`config.mk`:
```
export PLATFORM = sky130hd
export DESIGN_NAME = mem_port_arbiter_flat
export DESIGN_NICKNAME = d
export VERILOG_FILES = /design/src/rtl/mem_port_arbiter_if.sv /design/src/rtl/mem_port_arbiter.sv /design/src/flat_wrapper.sv
export SDC_FILE = /design/constraint.sdc
export NUM_CORES = 1
export LEC_CHECK = 0
export ABC_AREA = 1
export CAP_MARGIN = 20
export CELL_PAD_IN_SITES_DETAIL_PLACEMENT = 1
export CELL_PAD_IN_SITES_GLOBAL_PLACEMENT = 1
export CORE_ASPECT_RATIO = 0.5
export CORE_MARGIN = 2
export CORE_UTILIZATION = 30
export DETAILED_ROUTE_END_ITERATION = 8
export GPL_TIMING_DRIVEN = 0
export PLACE_DENSITY_LB_ADDON = 0.1
export SLEW_MARGIN = 20
export SYNTH_ARGS = -nofsm -noshare
export SYNTH_HDL_FRONTEND = slang
export SYNTH_SLANG_ARGS = --single-unit
```
`constraint.sdc`:
```
create_clock -name clk -period 2.53 [get_ports clk]
set_input_delay 0.3795 -clock clk [delete_from_list [all_inputs] [get_ports clk]]
set_output_delay 0.3795 -clock clk [all_outputs]
set_load 0.01 [all_outputs]
```
`src/rtl/mem_port_arbiter_if.sv`:
```
// -----------------------------------------------------------------------------
// mem_port_arbiter_if
// Bundle of signals between the two pipeline requesters (IF fetch and MEM
// data), the shared single-ported RAM and mem_port_arbiter.
//
// Parameters:
//   ADDR_W - RAM address width
//   DATA_W - RAM data width
//
// Signal groups:
//   fetch side : if_req, if_addr, if_rdata, if_valid, stall_if
//   data side  : mem_req, mem_we, mem_addr, mem_wdata, mem_rdata, mem_valid,
//                stall_mem
//   RAM side   : ram_en, ram_we, ram_addr, ram_wdata, ram_rdata
//   status     : busy
//
// Modports:
//   slave  - the arbiter (takes requests, drives RAM controls and responses)
//   master - the environment (pipeline stages plus RAM)
// -----------------------------------------------------------------------------
interface mem_port_arbiter_if #(
  parameter int ADDR_W = 16,
  parameter int DATA_W = 16
);
  logic              if_req;
  logic [ADDR_W-1:0] if_addr;
  logic [DATA_W-1:0] if_rdata;
  logic              if_valid;

  logic              mem_req;
  logic              mem_we;
  logic [ADDR_W-1:0] mem_addr;
  logic [DATA_W-1:0] mem_wdata;
  logic [DATA_W-1:0] mem_rdata;
  logic              mem_valid;

  logic              ram_en;
  logic              ram_we;
  logic [ADDR_W-1:0] ram_addr;
  logic [DATA_W-1:0] ram_wdata;
  logic [DATA_W-1:0] ram_rdata;

  logic              stall_if;
  logic              stall_mem;
  logic              busy;

  modport slave (
    input  if_req, if_addr, mem_req, mem_we, mem_addr, mem_wdata, ram_rdata,
    output if_rdata, if_valid, mem_rdata, mem_valid,
    output ram_en, ram_we, ram_addr, ram_wdata,
    output stall_if, stall_mem, busy
  );

  modport master (
    output if_req, if_addr, mem_req, mem_we, mem_addr, mem_wdata, ram_rdata,
    input  if_rdata, if_valid, mem_rdata, mem_valid,
    input  ram_en, ram_we, ram_addr, ram_wdata,
    input  stall_if, stall_mem, busy
  );
endinterface

```
`src/rtl/mem_port_arbiter.sv`:
```
// -----------------------------------------------------------------------------
// mem_port_arbiter
// Shares one single-ported unified instruction/data RAM between the fetch
// stage (IF) and the memory stage (MEM). One access is granted at a time; the
// RAM controls are held stable for WAIT_CYCLES+1 cycles, then the owner gets a
// one-cycle valid pulse (the RESP cycle). Stall requests freeze the pipeline
// while an access is outstanding.
//
// Parameters:
//   ADDR_W      - RAM address width
//   DATA_W      - RAM data width
//   WAIT_CYCLES - extra RAM cycles per access (0..7)
//
// Ports:
//   clk   - clock, rising edge
//   rst_n - synchronous active-low reset
//   bus   - mem_port_arbiter_if.slave (requests, responses, RAM, stalls, busy)
//
// Build option:
//   ARB_FAIR_EN - when defined, ties between eligible requesters go to the one
//                 not served last (round-robin). When undefined, data requests
//                 always win over fetch requests.
// -----------------------------------------------------------------------------
module mem_port_arbiter #(
  parameter int ADDR_W      = 16,
  parameter int DATA_W      = 16,
  parameter int WAIT_CYCLES = 2
) (
  input  logic                 clk,
  input  logic                 rst_n,
  mem_port_arbiter_if.slave    bus
);

  localparam logic [1:0] S_IDLE   = 2'd0;
  localparam logic [1:0] S_ACCESS = 2'd1;
  localparam logic [1:0] S_RESP   = 2'd2;

  logic [1:0]        state_reg, state_next;
  logic              owner_mem_reg;   // 1 = data access, 0 = fetch
  logic              we_reg;
  logic [ADDR_W-1:0] addr_reg;
  logic [DATA_W-1:0] wdata_reg;
  logic [2:0]        cnt_reg;
  logic [DATA_W-1:0] if_rdata_reg;
  logic [DATA_W-1:0] mem_rdata_reg;

`ifdef ARB_FAIR_EN
  logic              last_mem_reg;    // 1 = data was served last
`endif

  logic if_elig, mem_elig, grant, grant_mem;

  always_comb begin
    if_elig  = bus.if_req;
    mem_elig = bus.mem_req;
    // No grants while the RAM is busy; in RESP the requester just answered
    // still has its request up for this one cycle, so it must be masked.
    if (state_reg == S_ACCESS) begin
      if_elig  = 1'b0;
      mem_elig = 1'b0;
    end else if (state_reg == S_RESP) begin
      if (owner_mem_reg) mem_elig = 1'b0;
      else               if_elig  = 1'b0;
    end

`ifdef ARB_FAIR_EN
    grant_mem = mem_elig & (~if_elig | ~last_mem_reg);
`else
    grant_mem = mem_elig;
`endif
    grant = if_elig | mem_elig;

    state_next = state_reg;
    case (state_reg)
      S_IDLE, S_RESP: state_next = grant ? S_ACCESS : S_IDLE;
      S_ACCESS:       if (cnt_reg == 3'd0) state_next = S_RESP;
      default:        state_next = S_IDLE;
    endcase
  end

  always_ff @(posedge clk) begin
    if (!rst_n) begin
      state_reg     <= S_IDLE;
      owner_mem_reg <= 1'b0;
      we_reg        <= 1'b0;
      addr_reg      <= '0;
      wdata_reg     <= '0;
      cnt_reg       <= 3'd0;
      if_rdata_reg  <= '0;
      mem_rdata_reg <= '0;
`ifdef ARB_FAIR_EN
      last_mem_reg  <= 1'b0;
`endif
    end else begin
      state_reg <= state_next;
      if (grant) begin
        owner_mem_reg <= grant_mem;
        we_reg        <= grant_mem & bus.mem_we;
        addr_reg      <= grant_mem ? bus.mem_addr : bus.if_addr;
        wdata_reg     <= (grant_mem & bus.mem_we) ? bus.mem_wdata : '0;
        cnt_reg       <= 3'(WAIT_CYCLES);
`ifdef ARB_FAIR_EN
        last_mem_reg  <= grant_mem;
`endif
      end else if (state_reg == S_ACCESS) begin
        if (cnt_reg == 3'd0) begin
          // Last access cycle: RAM output is valid now.
          if (!we_reg) begin
            if (owner_mem_reg) mem_rdata_reg <= bus.ram_rdata;
            else               if_rdata_reg  <= bus.ram_rdata;
          end
        end else begin
          cnt_reg <= cnt_reg - 3'd1;
        end
      end
    end
  end

  assign bus.ram_en    = (state_reg == S_ACCESS);
  assign bus.ram_we    = bus.ram_en & we_reg;
  assign bus.ram_addr  = addr_reg;
  assign bus.ram_wdata = bus.ram_we ? wdata_reg : '0;

  assign bus.if_valid  = (state_reg == S_RESP) & ~owner_mem_reg;
  assign bus.mem_valid = (state_reg == S_RESP) &  owner_mem_reg;
  assign bus.if_rdata  = if_rdata_reg;
  assign bus.mem_rdata = mem_rdata_reg;

  assign bus.stall_if  = bus.if_req  & ~bus.if_valid;
  assign bus.stall_mem = bus.mem_req & ~bus.mem_valid;
  assign bus.busy      = (state_reg != S_IDLE);

endmodule

```
`src/flat_wrapper.sv`:
```
// flat-port wrapper written by rule: the top's interface ports become plain ports
module mem_port_arbiter_flat 
#(
  parameter int ADDR_W      = 16,
  parameter int DATA_W      = 16,
  parameter int WAIT_CYCLES = 2
)
  (clk, rst_n, bus_if_req, bus_if_addr, bus_mem_req, bus_mem_we, bus_mem_addr, bus_mem_wdata, bus_ram_rdata, bus_if_rdata, bus_if_valid, bus_mem_rdata, bus_mem_valid, bus_ram_en, bus_ram_we, bus_ram_addr, bus_ram_wdata, bus_stall_if, bus_stall_mem, bus_busy);
  mem_port_arbiter_if #(.ADDR_W(ADDR_W), .DATA_W(DATA_W)) bus_i ();
  input  logic clk;
  input  logic rst_n;
  input wire logic [$bits(bus_i.if_req)-1:0] bus_if_req;
  input wire logic [$bits(bus_i.if_addr)-1:0] bus_if_addr;
  input wire logic [$bits(bus_i.mem_req)-1:0] bus_mem_req;
  input wire logic [$bits(bus_i.mem_we)-1:0] bus_mem_we;
  input wire logic [$bits(bus_i.mem_addr)-1:0] bus_mem_addr;
  input wire logic [$bits(bus_i.mem_wdata)-1:0] bus_mem_wdata;
  input wire logic [$bits(bus_i.ram_rdata)-1:0] bus_ram_rdata;
  output wire logic [$bits(bus_i.if_rdata)-1:0] bus_if_rdata;
  output wire logic [$bits(bus_i.if_valid)-1:0] bus_if_valid;
  output wire logic [$bits(bus_i.mem_rdata)-1:0] bus_mem_rdata;
  output wire logic [$bits(bus_i.mem_valid)-1:0] bus_mem_valid;
  output wire logic [$bits(bus_i.ram_en)-1:0] bus_ram_en;
  output wire logic [$bits(bus_i.ram_we)-1:0] bus_ram_we;
  output wire logic [$bits(bus_i.ram_addr)-1:0] bus_ram_addr;
  output wire logic [$bits(bus_i.ram_wdata)-1:0] bus_ram_wdata;
  output wire logic [$bits(bus_i.stall_if)-1:0] bus_stall_if;
  output wire logic [$bits(bus_i.stall_mem)-1:0] bus_stall_mem;
  output wire logic [$bits(bus_i.busy)-1:0] bus_busy;
  assign bus_i.if_req = bus_if_req;
  assign bus_i.if_addr = bus_if_addr;
  assign bus_i.mem_req = bus_mem_req;
  assign bus_i.mem_we = bus_mem_we;
  assign bus_i.mem_addr = bus_mem_addr;
  assign bus_i.mem_wdata = bus_mem_wdata;
  assign bus_i.ram_rdata = bus_ram_rdata;
  assign bus_if_rdata = bus_i.if_rdata;
  assign bus_if_valid = bus_i.if_valid;
  assign bus_mem_rdata = bus_i.mem_rdata;
  assign bus_mem_valid = bus_i.mem_valid;
  assign bus_ram_en = bus_i.ram_en;
  assign bus_ram_we = bus_i.ram_we;
  assign bus_ram_addr = bus_i.ram_addr;
  assign bus_ram_wdata = bus_i.ram_wdata;
  assign bus_stall_if = bus_i.stall_if;
  assign bus_stall_mem = bus_i.stall_mem;
  assign bus_busy = bus_i.busy;
  mem_port_arbiter #(.ADDR_W(ADDR_W), .DATA_W(DATA_W), .WAIT_CYCLES(WAIT_CYCLES)) u_core (.clk(clk), .rst_n(rst_n), .bus(bus_i));
endmodule
```
==> summary.md, run 1 <==
| Metric | Value |
|---|---|
| Finished Cell Area | `4940 µm²` |
| IO Pins | `140` |
| DIE AREA | `11000 µm²` |
| Via count | `3179` |
| RSZ-0062 raised after global routing | `no` |
| Max_slew headroom | `0.615` |
| Placer congestion estimate | `0.727` |
| PortBufs | `138` |
| Synthesized area per cell | `6.89 µm²` |
| Startpoint types | `register` |
| Fin util | `0.511` |
| Fin. max-slew vios | `0` |
| Compound-Gate Fraction of Synth Area | `0.110` |
| MaxCap Viol Count | `0` |
| Synthesized netlist cell count | `443` |
| Crit path kind | `register to output port` |
| Filler Cells Inserted | `1250` |
| WL final | `9500 µm` |
| Number of vias per cell | `4.34` |
| Proportion of layout cells with a drive suffix above 1 | `0.0687` |
| Total CTS buffers | `9` |
| CTS H-tree depth | `3` |
| Synth Warn # | `0` |
| Post-synth EDFFs | `0` |
| Drc violations | `0` |
| Max Freq | `428 MHz` |
| Cell row count | `25` |
| Share of the synthesized area in the top cell type | `0.466` |
| Met2 Usage GRT | `0.311` |
| Setup tns final | `0 ns` |
| # diodes | `0` |
| Pwr dens | `649 nW/µm²` |
| Worst Hold Class | `register to register` |
| Initial antenna violation count | `0` |
| First-pass GRT wire length | `15800 µm` |
| Placed cells | `716` |
| Worst vdd ir | `0.000345 V` |
| Worst R2R Setup Slack | `0.93 ns` |
| Worst slew pin tran | `0.577 ns` |
| Outcome | `finished, final reports clean` |
| GRT Residual Overflow | `0` |
| Most used DFF post-synth | `dfxtp_1` |
| Post-DR wirelength/cell | `13.0 µm` |
| Final setup fails | `0` |
| Post-Layout Cell Count | `732` |
| Post-route ant nets | `0` |
| Gr busiest metal | `met2` |
| DP Area | `4600 µm²` |
| Fin crit period | `2.33 ns` |
| Chip Height | `75.3 µm` |
| CTS Buffer Depth | `2` |
| Synth Area in Adders | `0` |
| Seq/Total Area, Yosys | `0.466` |
| Critical path data arrival time | `1.95 ns` |
| Final Hold Fails | `0` |
| Fin crit share | `0.923` |
| Largest family of logic cells by synthesized area | `simple AND/OR/NAND/NOR gates` |
| Post-Syn Nets | `512` |
| Vias in the first global route | `3254` |
| CP required | `2.15 ns` |
| Worst skew pair latency | `0.33 ns` |
| Post-Synth Simple-Gate Area | `0.278` |
| Total GRT Usage | `0.182` |
| Met1 Usage GRT | `0.223` |
| Worst-path maximum fanout | `10` |
| Most frequent cell after synthesis | `nand2_1` |
| Crit end category | `output port` |
| Asr flop ratio synth | `0` |
| Synthesized cell area | `3050 µm²` |
| # Post-CTS Setup Buffers | `0` |
| Mux contribution to synthesized area | `0` |
| Synth cell types | `23` |
| Initial DRC Count | `74` |
| Initial Util | `0.316` |
| Met3 Usage GRT | `0.0701` |
| Largest net degree at the start of global routing | `13` |
| Detailed placer's ending HPWL | `7190 µm` |
| Die width | `147 µm` |
| Clock skew | `0.00463 ns` |
| Leakage | `2.26 nW` |
| First-pass DRT Iterations | `4` |
| CTS tree | `yes` |
| Synthesis-stage register bit count | `71` |
| CTS Hold Bufs | `0` |
| Top post-synthesis cells by area | `dfxtp_1, nand2_1, inv_1` |
| Sink Count | `71` |
| Top post-synthesis cells by count | `nand2_1, inv_1, nor2_1` |
| Xor-xnor portion of the synthesized cell area | `0` |
| Core box area | `9670 µm²` |
| Worst-path clk slew | `0.06 ns` |
| CTS Root Cell | `clkbuf_16` |
| Leading area contributor after synthesis | `dfxtp_1` |
| Area Overhead vs Synth | `61.8%` |
| Nets | `661` |
per-stage QoR:
stage          hold WS, ns  power (mW)  worst slack, ns
6_report             0.451        3.20            0.196
5_1_grt              0.474        3.36           0.0365
4_1_cts              0.453        3.25           0.0289
3_5_place_dp         0.441        1.84            0.251
3_3_place_gp         0.437        1.83            0.265
2_1_floorplan        0.431        1.52            0.908
kinds of logic after synthesis:
kind of cell           Yosys count
AND/OR/NAND/NOR                203
flip-flops                      71
buffers and inverters          114
AO/OA/AOI/OAI                   55
layout make-up:
class,instances,area [µm²],area share
inverters,94,353,0.0714
clock inverters,5,80.1,0.0162
repair buffers,138,1380,0.280
well taps,135,169,0.0342
clock buffers,11,253,0.0512
flip-flops and latches,71,1420,0.288
plain buffers,20,95.1,0.0193
multi-input cells,258,1190,0.240
power by group:
group / leakage [nW] / total, mW / switching [mW] / internal [mW]
logic: 1.52 / 0.573 / 0.282 / 0.291
clock network: 0.158 / 1.39 / 0.479 / 0.915
registers: 0.580 / 1.24 / 0.0404 / 1.20
critical path, cell delays in order (launching register included):
cell             delay [ns]
dfxtp_1                0.35
inv_2                  0.10
nand2_4                0.11
nor2_2                 0.14
inv_2                  0.09
buf_2                  0.19
nor2_1                 0.10
clkdlybuf4s50_1        0.56
cell usage in the layout, fill, tap and decap left out, drive strengths merged:
master / n
clkdlybuf4s50: 138
nand2: 104
inv: 94
nor2: 89
dfxtp: 71
clkbuf: 20
o21ai: 18
o22ai: 17
o211ai: 16
buf: 11
nand3: 5
a21oi: 4
nand4: 3
bufinv: 2
clkinvlp: 2
nor3: 1
or2: 1
clkinv: 1
path summary, 6_finish.rpt:
kind | endpoint | start | cells past startpoint
setup / recovery | bus_ram_wdata[9] | u_core.state_reg[1] | 7
hold / removal | u_core.bus.ram_addr[13] | u_core.bus.ram_addr[13] | 2
setup reg to reg | u_core.owner_mem_reg | u_core.state_reg[1] | 8
hold reg to reg | u_core.bus.ram_addr[13] | u_core.bus.ram_addr[13] | 2
per-layer routing:
metal / share of wire / routed length (µm)
met1: 0.46 / 4380
met2: 0.46 / 4410
met3: 0.067 / 639
met4: 0.0066 / 63
met5: 0 / 0
what timing repair did:
action | in CTS | in global routing
resized for setup | 1 | 3
pin swaps | 0 | 0
setup endpoints to repair | 10 | 10
Note: power is estimated with default switching activity, not from simulation.
==> run 2, diff against run 1 <==
Settings changed: GPL_TIMING_DRIVEN 0 to unset.
==> summary.md, run 2 (synthesis results as in run 1) <==
| Metric | Value |
|---|---|
| Outcome | `finished, final reports clean` |
| CP max stage delay | `0.56 ns (about the same)` |
| Net switching power | `0.761 mW (-5.1%)` |
| Leakage | `2.24 nW (-1.1%)` |
| CP max stage cell | `clkdlybuf4s50_1` |
| CTS Buffer Depth | `2 (unchanged)` |
| CTS resizes | `0 (-1)` |
| Nets | `646 (-2.3%)` |
| Sw frac | `0.247 (-0.00323)` |
| Number of vias per cell | `4.31 (-0.83%)` |
| Initial Util | `0.316 (unchanged)` |
| # diodes | `0 (unchanged)` |
| Vias in the first global route | `2991 (-8.1%)` |
| CTS Hold Bufs | `0 (unchanged)` |
| Finished Cell Area | `4850 µm² (-1.7%)` |
| CTS tree | `yes` |
| Final setup fails | `0 (unchanged)` |
| Commonest non-fill, non-tap cell in the layout | `clkdlybuf4s50_1` |
| Total GRT Usage | `0.159 (-0.0227)` |
| Crit end category | `output port` |
| Initial DRC Count | `114 (+54%)` |
| MaxCap Viol Count | `0 (unchanged)` |
| HP Start | `rst_n` |
| Die width | `147 µm (unchanged)` |
| Initial antenna violation count | `0 (unchanged)` |
| Startpoint types | `register` |
| Detailed placer's ending HPWL | `6230 µm (-13%)` |
| Crit path kind | `register to output port` |
| Cell row count | `25 (unchanged)` |
| Pwr dens | `635 nW/µm² (-2.1%)` |
| Total CTS buffers | `9 (unchanged)` |
| Filler Cells Inserted | `1201 (-3.9%)` |
| Core box area | `9670 µm² (unchanged)` |
| Post-DR wirelength/cell | `12.0 µm (-7.7%)` |
| First-pass GRT wire length | `14000 µm (-12%)` |
| Largest net degree at the start of global routing | `44 (+31)` |
| Clock skew | `0.00678 ns (+0.00214 ns)` |
| Area Overhead vs Synth | `59.0%` |
| CTS Root Cell | `clkbuf_16` |
| Worst-path maximum fanout | `16 (+6)` |
| Max Freq | `416 MHz (-2.8%)` |
| CP cell instances | `inv_2, nand2_4, nor2_1, inv_1, nor2_1, clkdlybuf4s50_1` |
| RSZ-0062 raised after global routing | `no` |
| Power share of the clock group | `0.419 (-0.016)` |
| Proportion of layout cells with a drive suffix above 1 | `0.0550 (-0.0137)` |
| Reg power frac | `0.401 (+0.015)` |
| IO Pins | `140 (unchanged)` |
| Most frequent cells in the layout | `clkdlybuf4s50_1, nand2_1, inv_1` |
| Setup tns final | `0 ns (unchanged)` |
| Fin. max-slew vios | `0 (unchanged)` |
| Max_slew headroom | `0.658 (+0.0429)` |
| CTS H-tree depth | `3 (unchanged)` |
| Chip Height | `75.3 µm (unchanged)` |
| Critical path data arrival time | `2.02 ns (+0.07 ns)` |
| Int Pwr | `2.32 mW (-3.4%)` |
| Area of the multi-input gates | `1180 µm² (-0.21%)` |
| Fin util | `0.502 (-0.00880)` |
| Drc violations | `0 (unchanged)` |
| Worst flop-to-flop path startpoint | `u_core.state_reg[1]` |
| DP Area | `4540 µm² (-1.3%)` |
| Placer congestion estimate | `0.705 (-3.1%)` |
| Fin crit period | `2.40 ns (+0.0684 ns)` |
| PortBufs | `139 (+0.72%)` |
| Fin crit share | `0.950 (+0.0270)` |
| Worst slew pin tran | `0.512 ns (-0.0649 ns)` |
| DIE AREA | `11000 µm² (unchanged)` |
| # Post-CTS Setup Buffers | `0 (unchanged)` |
| CP required | `2.15 ns (about the same)` |
| Reg area | `1420 µm² (unchanged)` |
| GRT Residual Overflow | `0 (unchanged)` |
| Final Hold Fails | `0 (unchanged)` |
| Sink Count | `71 (unchanged)` |
| Via count | `3088 (-2.9%)` |
| Worst skew pair latency | `0.33 ns (about the same)` |
| Worst R2R Setup Slack | `0.82 ns (-0.11 ns)` |
| WL final | `8580 µm (-9.6%)` |
| Worst Hold Class | `input pin to register` |
| First-pass DRT Iterations | `4 (unchanged)` |
| Worst vdd ir | `0.000314 V (-9.0%)` |
| Tot Pwr | `3.08 mW (-3.8%)` |
| Crit-path most repeated cell | `nor2_1` |
| Post-route ant nets | `0 (unchanged)` |
| Worst setup path startpoint | `u_core.state_reg[1]` |
| Comb power frac | `0.180 (about the same)` |
| Worst-path clk slew | `0.06 ns (about the same)` |
## run 2: critical path, delay by kind of cell (launching register included)
family	cells	cell delay [ns]
buffers and inverters	3	0.91
DFF	1	0.34
and+or+nand+nor	3	0.45
## run 2: per-layer routing
layer,vias up,track usage,routed length (µm)
li1,1600,-,-
met2,77,0.276,3880
met1,1405,0.188,4020
met4,0,0.0388,51
met3,6,0.0659,625
met5,-,0,0
## run 2: stage by stage
step / hold WS, ns / setup WS (ns) / instances
6_report: 0.379 / 0.127 / 717
5_1_grt: 0.377 / 0.0116 / 717
4_1_cts: 0.370 / 0.0936 / 717
3_5_place_dp: 0.443 / 0.479 / 701
3_3_place_gp: 0.437 / 0.494 / 701
2_1_floorplan: 0.431 / 0.908 / 443
## run 2: worst paths after layout
path	end	depth (start not counted)
worst max-delay path	bus_ram_wdata[9]	6
worst min-delay path	u_core.bus.mem_rdata[4]	3
worst max register to register	u_core.wdata_reg[8]	7
worst min register to register	u_core.bus.ram_addr[14]	2
## run 2: layout make-up
cell class	count	share of cell area
inverter	94	0.0727
multi-input combinational	258	0.244
tap	135	0.0348
timing repair buffer	143	0.292
sequential	71	0.293
clock buffer	13	0.0557
clock inverter	3	0.00825
## run 2: power by group through the flow
stage | Clock, mW | Combinational [mW] | Sequential [mW]
6_report | 1.29 | 0.553 | 1.24
5_1_grt | 1.39 | 0.618 | 1.25
4_1_cts | 1.34 | 0.563 | 1.24
3_5_place_dp | 0 | 0.558 | 1.26
3_3_place_gp | 0 | 0.555 | 1.26
2_1_floorplan | 0 | 0.235 | 1.28
==> run 3, diff against run 2 <==
--- a/config.mk
+++ b/config.mk
@@ -14,2 +14,3 @@
 export CORE_UTILIZATION = 30
+export CTS_CLUSTER_SIZE = 16
 export DETAILED_ROUTE_END_ITERATION = 8
--- a/constraint.sdc
+++ b/constraint.sdc
@@ -3,2 +3,2 @@
 set_output_delay 0.3795 -clock clk [all_outputs]
-set_load 0.01 [all_outputs]
+set_load 0.005 [all_outputs]
==> summary.md, run 3 (synthesis results as in run 1) <==
| Metric | Value |
|---|---|
| Outcome | `finished, final reports clean` |
| Sink Count | `71 (unchanged)` |
| Gr busiest metal | `met2` |
| Core box area | `9670 µm² (unchanged)` |
| Reg area | `1420 µm² (unchanged)` |
| Critical path data arrival time | `1.95 ns (-0.07 ns)` |
| Leakage | `2.23 nW (-0.23%)` |
| CTS H-tree depth | `3 (unchanged)` |
| Nets | `646 (unchanged)` |
| Max Freq | `429 MHz (+3.2%)` |
| PortBufs | `139 (unchanged)` |
| GRT Residual Overflow | `0 (unchanged)` |
| First-pass GRT wire length | `14200 µm (+1.4%)` |
| WHS | `0.371 ns (-0.00802 ns)` |
| Post-DR wirelength/cell | `12.2 µm (+2.2%)` |
| Worst reg2reg path depth | `7 (unchanged)` |
| # Post-CTS Setup Buffers | `0 (unchanged)` |
| Commonest non-fill, non-tap cell in the layout | `clkdlybuf4s50_1` |
| Finished Cell Area | `4850 µm² (about the same)` |
| HP Start | `rst_n` |
| MaxCap Viol Count | `0 (unchanged)` |
| Setup tns final | `0 ns (unchanged)` |
| Met1 Usage GRT | `0.201 (+0.0121)` |
| Max_slew headroom | `0.667 (+0.00910)` |
| Area Overhead vs Synth | `58.9% (about the same)` |
| WL final | `8770 µm (+2.2%)` |
| Filler Cells Inserted | `1212 (+0.92%)` |
| Placer congestion estimate | `0.742 (+5.3%)` |
| Most frequent cells in the layout | `clkdlybuf4s50_1, nand2_1, inv_1` |
| Fin crit period | `2.33 ns (-0.0740 ns)` |
| Die width | `147 µm (unchanged)` |
| Met3 Usage GRT | `0.0760 (+0.0102)` |
| Post-route ant nets | `0 (unchanged)` |
| Proportion of layout cells with a drive suffix above 1 | `0.0515 (-0.00344)` |
| Worst skew pair latency | `0.33 ns (about the same)` |
| Final setup fails | `0 (unchanged)` |
| Worst-path clk slew | `0.06 ns (about the same)` |
| CTS tree | `yes` |
| CTS resizes | `0 (unchanged)` |
| Initial DRC Count | `74 (-35%)` |
| Fin crit share | `0.920 (-0.0292)` |
| Number of vias per cell | `4.30 (about the same)` |
| Area of the multi-input gates | `1180 µm² (unchanged)` |
| Worst slew pin tran | `0.498 ns (-0.0143 ns)` |
| Crit path kind | `register to output port` |
| First-pass DRT Iterations | `4 (unchanged)` |
| IO Pins | `140 (unchanged)` |
| CP required | `2.15 ns (about the same)` |
| Vias in the first global route | `2922 (-2.3%)` |
| Detailed placer's ending HPWL | `6430 µm (+3.1%)` |
| Total CTS buffers | `9 (unchanged)` |
| Clock skew | `0.00420 ns (-0.00258 ns)` |
| Startpoint types | `register` |
| Worst vdd ir | `0.000371 V (+18%)` |
| DIE AREA | `11000 µm² (unchanged)` |
| Met2 Usage GRT | `0.269 (-0.00730)` |
| Worst-path maximum fanout | `16 (unchanged)` |
| Worst R2R End | `u_core.wdata_reg[9]` |
| CTS Root Cell | `clkbuf_16` |
| Via count | `3086 (-0.065%)` |
| Hold EP | `u_core.bus.if_rdata[4]` |
| Largest net degree at the start of global routing | `43 (-2.3%)` |
| Worst flop-to-flop path startpoint | `u_core.state_reg[1]` |
| Hold path depth | `3 (unchanged)` |
| Cell row count | `25 (unchanged)` |
| CTS Hold Bufs | `0 (unchanged)` |
| Initial antenna violation count | `0 (unchanged)` |
| # diodes | `0 (unchanged)` |
| Fin. max-slew vios | `0 (unchanged)` |
| Worst Hold Class | `input pin to register` |
| CTS Buffer Depth | `2 (unchanged)` |
| RSZ-0062 raised after global routing | `no` |
| Chip Height | `75.3 µm (unchanged)` |
| Crit end category | `output port` |
| Drc violations | `0 (unchanged)` |
| Final Hold Fails | `0 (unchanged)` |
| DP Area | `4540 µm² (unchanged)` |
| Pwr dens | `635 nW/µm² (about the same)` |
| Initial Util | `0.316 (unchanged)` |
| Total GRT Usage | `0.162 (+0.00356)` |
| Worst R2R Setup Slack | `0.83 ns (about the same)` |
==> run 3: cell count changes in the layout (fill, tap and decap cells not counted), sizes merged <==
cell,previous run,this run
clkbuf,13,12
bufinv,1,2
==> run 3: final cells by class <==
class                   instances  share of cell area
clock buffers                  12              0.0488
clock inverters                 4              0.0144
inverters                      94              0.0728
multi-input cells             258               0.244
flip-flops and latches         71               0.293
well taps                     135              0.0348
repair buffers                143               0.292
==> run 3: worst max-delay path by stage <==
| stage | from | to | slack (ns) | depth (start not counted) |
|---|---|---|---|---|
| after detailed placement | bus_if_req | u_core.we_reg | 0.49 | 6 |
| after global placement | bus_if_req | u_core.we_reg | 0.53 | 6 |
| final | u_core.state_reg[1] | bus_ram_wdata[1] | 0.20 | 6 |
| after CTS | u_core.state_reg[1] | bus_ram_wdata[1] | 0.16 | 6 |
| after floorplan | u_core.state_reg[1] | bus_ram_wdata[10] | 1.02 | 6 |
| after global routing | u_core.state_reg[0] | bus_ram_wdata[1] | 0.001 | 5 |
==> run 3: report_power, final <==
group / switching [mW] / internal [mW]
logic: 0.246 / 0.282
registers: 0.0398 / 1.20
clock network: 0.457 / 0.860
==> run 3: critical path, stage by stage (launching register included) <==
cell and delay [ns]:
dfxtp_1 0.34, inv_2 0.10, nand2_4 0.10, nor2_1 0.14, inv_1 0.23, nor2_1 0.18
clkdlybuf4s50_1 0.52
==> run 3: through the flow <==
step | std cells | utilization | total power [mW] | setup slack, ns
2_1_floorplan | 443 | - | 1.49 | 1.02
3_3_place_gp | 701 | 0.470 | 1.79 | 0.527
3_5_place_dp | 701 | 0.470 | 1.80 | 0.494
4_1_cts | 717 | 0.502 | 3.13 | 0.165
5_1_grt | 717 | 0.502 | 3.26 | 0.00126
6_report | 717 | 0.502 | 3.08 | 0.201
==> run 3: routing by layer <==
| layer | share of wire | vias up |
|---|---|---|
| met3 | 0.086 | 6 |
| li1 | - | 1601 |
| met2 | 0.45 | 80 |
| met1 | 0.46 | 1399 |
| met5 | 0 | - |
| met4 | 0.0043 | 0 |
